## config.mk

```make
export PLATFORM = sky130hd
export DESIGN_NAME = spectrogram_frame_receiver
export DESIGN_NICKNAME = d
export VERILOG_FILES = /design/src/rtl/spectrogram_frame_receiver.sv
export SDC_FILE = /design/constraint.sdc
export NUM_CORES = 1
export LEC_CHECK = 0
export CAP_MARGIN = 40
export CELL_PAD_IN_SITES_DETAIL_PLACEMENT = 1
export CELL_PAD_IN_SITES_GLOBAL_PLACEMENT = 1
export CORE_MARGIN = 2
export CORE_UTILIZATION = 36
export DETAILED_ROUTE_END_ITERATION = 8
export GPL_ROUTABILITY_DRIVEN = 0
export MAX_ROUTING_LAYER = met4
export PLACE_DENSITY = 0.77
export SYNTH_ARGS = -nofsm -noshare
export SYNTH_HDL_FRONTEND = slang
export SYNTH_SLANG_ARGS = --single-unit
```

## constraint.sdc

```tcl
create_clock -name clk -period 1.4 [get_ports clk]
set_input_delay 0.28 -clock clk [delete_from_list [all_inputs] [get_ports clk]]
set_output_delay 0.28 -clock clk [all_outputs]
set_load 0.005 [all_outputs]
```

## src/rtl/spectrogram_frame_receiver.sv

```systemverilog
// spectrogram_frame_receiver: serial-to-parallel receiver for the spectrogram
// extractor's output link. A frame_start strobe marks the MSB of word 0 (RTC).
// The frame carries NUM_WORDS words of WORD_W bits each, MSB first, with no gaps
// between words. After the last word there is one GAP cycle.
// Optional feature: define RX_RESYNC_EN so that a frame_start seen during RX
// restarts reception and pulses frame_err.
module spectrogram_frame_receiver #(
    parameter int WORD_W    = 12,
    parameter int NUM_WORDS = 16
) (
    input  logic              clk,
    input  logic              reset,
    input  logic              frame_start,
    input  logic              sdata,
    output logic [WORD_W-1:0] word,
    output logic [3:0]        chan,
    output logic              word_valid,
    output logic              frame_done,
    output logic              frame_err,
    output logic              busy
);

    localparam logic [3:0] LAST_BIT  = 4'(WORD_W - 1);
    localparam logic [3:0] LAST_WORD = 4'(NUM_WORDS - 1);

    typedef enum logic [1:0] {IDLE, RX, GAP} state_t;

    state_t            state, state_n;
    logic [3:0]        bit_cnt, bit_cnt_n;
    logic [3:0]        word_cnt, word_cnt_n;
    logic [WORD_W-1:0] sr, sr_n, shifted;
    logic [WORD_W-1:0] word_n;
    logic [3:0]        chan_n;
    logic              word_valid_n, frame_done_n, frame_err_n, busy_n;
    logic              resync;

    assign shifted = {sr[WORD_W-2:0], sdata};

`ifdef RX_RESYNC_EN
    assign resync = (state == RX) && frame_start;
`else
    assign resync = 1'b0;
`endif

    // Next-state and next-output logic; every output is registered below.
    always_comb begin
        state_n      = state;
        bit_cnt_n    = bit_cnt;
        word_cnt_n   = word_cnt;
        sr_n         = sr;
        word_n       = word;
        chan_n       = chan;
        word_valid_n = 1'b0;
        frame_done_n = 1'b0;
        frame_err_n  = 1'b0;
        case (state)
            IDLE: begin
                if (frame_start) begin
                    sr_n       = shifted;
                    bit_cnt_n  = 4'd1;
                    word_cnt_n = 4'd0;
                    state_n    = RX;
                end
            end
            RX: begin
                sr_n = shifted;
                if (resync) begin
                    // Treat this edge as word 0 MSB. Any word completing on this edge is dropped.
                    bit_cnt_n   = 4'd1;
                    word_cnt_n  = 4'd0;
                    frame_err_n = 1'b1;
                end else if (bit_cnt == LAST_BIT) begin
                    word_n       = shifted;
                    chan_n       = word_cnt;
                    word_valid_n = 1'b1;
                    bit_cnt_n    = 4'd0;
                    word_cnt_n   = word_cnt + 4'd1;
                    if (word_cnt == LAST_WORD) begin
                        frame_done_n = 1'b1;
                        word_cnt_n   = 4'd0;
                        state_n      = GAP;
                    end
                end else begin
                    bit_cnt_n = bit_cnt + 4'd1;
                end
            end
            GAP:     state_n = IDLE;
            default: state_n = IDLE;
        endcase
        busy_n = (state_n != IDLE);
    end

    // State, counters and registered outputs, cleared asynchronously.
    always_ff @(posedge clk or posedge reset) begin
        if (reset) begin
            state      <= IDLE;
            bit_cnt    <= '0;
            word_cnt   <= '0;
            sr         <= '0;
            word       <= '0;
            chan       <= '0;
            word_valid <= 1'b0;
            frame_done <= 1'b0;
            frame_err  <= 1'b0;
            busy       <= 1'b0;
        end else begin
            state      <= state_n;
            bit_cnt    <= bit_cnt_n;
            word_cnt   <= word_cnt_n;
            sr         <= sr_n;
            word       <= word_n;
            chan       <= chan_n;
            word_valid <= word_valid_n;
            frame_done <= frame_done_n;
            frame_err  <= frame_err_n;
            busy       <= busy_n;
        end
    end

endmodule
```

==> flow_metrics.env <==
export IMPL_status="finished, violations left"
export IMPL_violations="negative setup slack"
export IMPL_drtPass1Iterations=2
export IMPL_crit_family="simple AND/OR/NAND/NOR gates"
export IMPL_antenna_found_initial=0
export IMPL_gr_usage_all_layers=0.168
export IMPL_drv_cap=0
export IMPL_wl_per_cell_um=14.2
export IMPL_placementRows=24
export IMPL_p_leak_nw=1.16
export IMPL_cp_end_kind="register"
export IMPL_final_cells=264
export IMPL_setup_viol=2
export IMPL_worstPathCellList="ha_2 > and3b_4 > nand2_4 > inv_4 > and3_4 > a311o_1"
export IMPL_syn_inst=169
export IMPL_cts_htree_levels=2
export IMPL_layout_min_cycle_time_ns=1.45
export IMPL_layout_common_cells="nand2_1 (84), dfrtp_1 (40), dlygate4sd2_1 (18), buf_4 (18), clkbuf_8 (6)"
export IMPL_syn_nets=175
export IMPL_cp_slowest_cell="dfrtp_1"
export IMPL_yosys_cell_types_count=28
export IMPL_ir_drop_v=0.000836
export IMPL_ys_seq_area_frac=0.615
export IMPL_clock_latency_ns=0.29
export IMPL_initial_core_util=0.374
export IMPL_drive_gt1_frac=0.170
export IMPL_setup_tns_ns=-0.0595
export IMPL_root_buffer="clkbuf_8"
export IMPL_power_frac_seq=0.451
export IMPL_area_delta_synth_final_pct=31.2
export IMPL_cts_clk_slew_worst_paths_ns=0.07
export IMPL_routed_wl_mm=3.74
export IMPL_vias=1283
export IMPL_post_route_util=0.490
export IMPL_sw_frac_of_total=0.313
export IMPL_period_share=1.03
export IMPL_yosysWarnings=0
export IMPL_finalClockSkew_ns=0.00449
export IMPL_preCtsSetupSlack_ns=-0.165
export IMPL_layout_setup_ws_ns=-0.0453
export IMPL_post_route_cell_area_mm2=0.00213
export IMPL_place_inst=251
export IMPL_cp_start_kind="register"
export IMPL_drc=0
export IMPL_grt_max_degree=41
export IMPL_holdWs_ns=0.342
export IMPL_min_path_type="primary input to async pin"
export IMPL_pwr_share_comb=0.348
export IMPL_gr_total_overflow=0
export IMPL_power_per_cell_area_mw_per_mm2=1820
export IMPL_cp_arrival_ns=1.62
export IMPL_postPlaceCellArea_mm2=0.00201
export IMPL_clock_fmax_mhz=692
export IMPL_p_int_mw=2.67
export IMPL_cts_buffers=5
export IMPL_synth_seq_cells=40
export IMPL_cts_buffer_depth=2
export IMPL_hold_violations=0
export IMPL_io_pins=24
export IMPL_avgSynthCellArea_um2=9.62
export IMPL_rsz0062_at_grt="true"
export IMPL_io_buffers=22
export IMPL_crit_required_ns=1.57
export IMPL_cpPeakStageDelay_ns=0.39
export IMPL_diodes=0
export IMPL_grt_pass1_vias=1381
export IMPL_syn_area_mm2=0.00163
export IMPL_p_sw_mw=1.21
export IMPL_critPathKind="register to register"
export IMPL_dp_hpwl_mm=2.55
export IMPL_mostFrequentLayoutCell="nand2_1"
export IMPL_fp_dieW_um=71.2
export IMPL_ant_nets=0
export IMPL_die_h_um=71.2
export IMPL_path_max_fanout=4
export IMPL_clock_sinks=40
export IMPL_grt_first_pass_wirelength_mm=6.36
export IMPL_clock_power_share=0.201
export IMPL_p_total_mw=3.88
export IMPL_design_die_area_mm2=0.00507
export IMPL_critical_path_buf_inv_count=1
export IMPL_fin_nets=217
export IMPL_cts_tree="built"
export IMPL_vias_per_cell=4.86
export IMPL_drt_iter0_markers=96
export IMPL_fp_coreArea_mm2=0.00435
export IMPL_slew_viol_final=0
## tightest hold or removal path: stages
cell             delay [ns]
clkdlybuf4s50_1        0.40
inv_1                  0.09
buf_12                 0.23
## cell type report
| class | instances | area (um2) |
|---|---|---|
| fillers | 491 | 2220 |
| flip-flops and latches | 40 | 1000 |
| multi-input cells | 118 | 578 |
| repair buffers | 43 | 387 |
| clock buffers | 8 | 90.1 |
| well taps | 52 | 65.1 |
| inverters | 3 | 13.8 |
## logic make-up after synthesis
logic type | share of synthesized area
AND/OR/NAND/NOR | 0.262
adder cells (fa/ha/maj) | 0.0154
multiplexers | 0.0131
flip-flops | 0.615
AO/OA/AOI/OAI | 0.0523
other | 0.00231
buffers and inverters | 0.0400
## state kept, by name (all words and copies together) (netlist names)
name        flops
chan            4
state           2
word_cnt        4
busy            1
word_valid      1
frame_done      1
bit_cnt         4
word           12
sr             11
## per-layer routing
layer	global-route usage	up-vias	wire length, um
met4	0.0440	0	6
li1	-	620	-
met3	0.0520	2	148
met1	0.202	635	1620
met5	-	-	0
met2	0.276	26	1960
## power groups by stage
stage / sequential (mW) / combinational (mW) / clock [mW]
after floorplan: 1.79 / 0.594 / 0
after global placement: 1.75 / 1.32 / 0
after detailed placement: 1.78 / 1.39 / 0
after CTS: 1.75 / 1.37 / 0.809
after global routing: 1.81 / 1.52 / 0.872
final: 1.75 / 1.35 / 0.780
## final timing paths
path | start | end | slack, ns | depth (start not counted)
worst min register to register | word[2] | word[2] | 0.47 | 2
min in group clk | word[2] | word[2] | 0.47 | 2
worst max register to register | bit_cnt[0] | word_cnt[3] | -0.05 | 6
worst min-delay path | reset | chan[1] | 0.34 | 3
max in group asynchronous | reset | word[4] | 0.85 | 3
worst max-delay path | bit_cnt[0] | word_cnt[3] | -0.05 | 6
## synth_stat cells (all sizes together)
cell type / number / area share
nand2: 85 / 0.20
dfrtp: 40 / 0.62
buf: 8 / 0.033
and3: 4 / 0.015
nand3: 4 / 0.012
a22o: 3 / 0.016
inv: 3 / 0.0069
nor2: 3 / 0.0069
o31ai: 3 / 0.014
ha: 2 / 0.015
a211oi: 1 / 0.0046
a21o: 1 / 0.0046
a311o: 1 / 0.0062
a31oi: 1 / 0.0038
and2b: 1 / 0.0062
and3b: 1 / 0.0077
conb: 1 / 0.0023
mux2: 1 / 0.0069
mux2i: 1 / 0.0062
nand2b: 1 / 0.0038
nor3: 1 / 0.0031
o21ai: 1 / 0.0031
or2: 1 / 0.0038
or2b: 1 / 0.0046
## timing repair
action	CTS	global route
gates cloned	0	0
hold buffers	0	0
buffers inserted	5	0
pin swaps	1	1
resized for setup	19	4
endpoints found under the setup margin	21	6
Note: power is estimated with default switching activity, not from simulation.
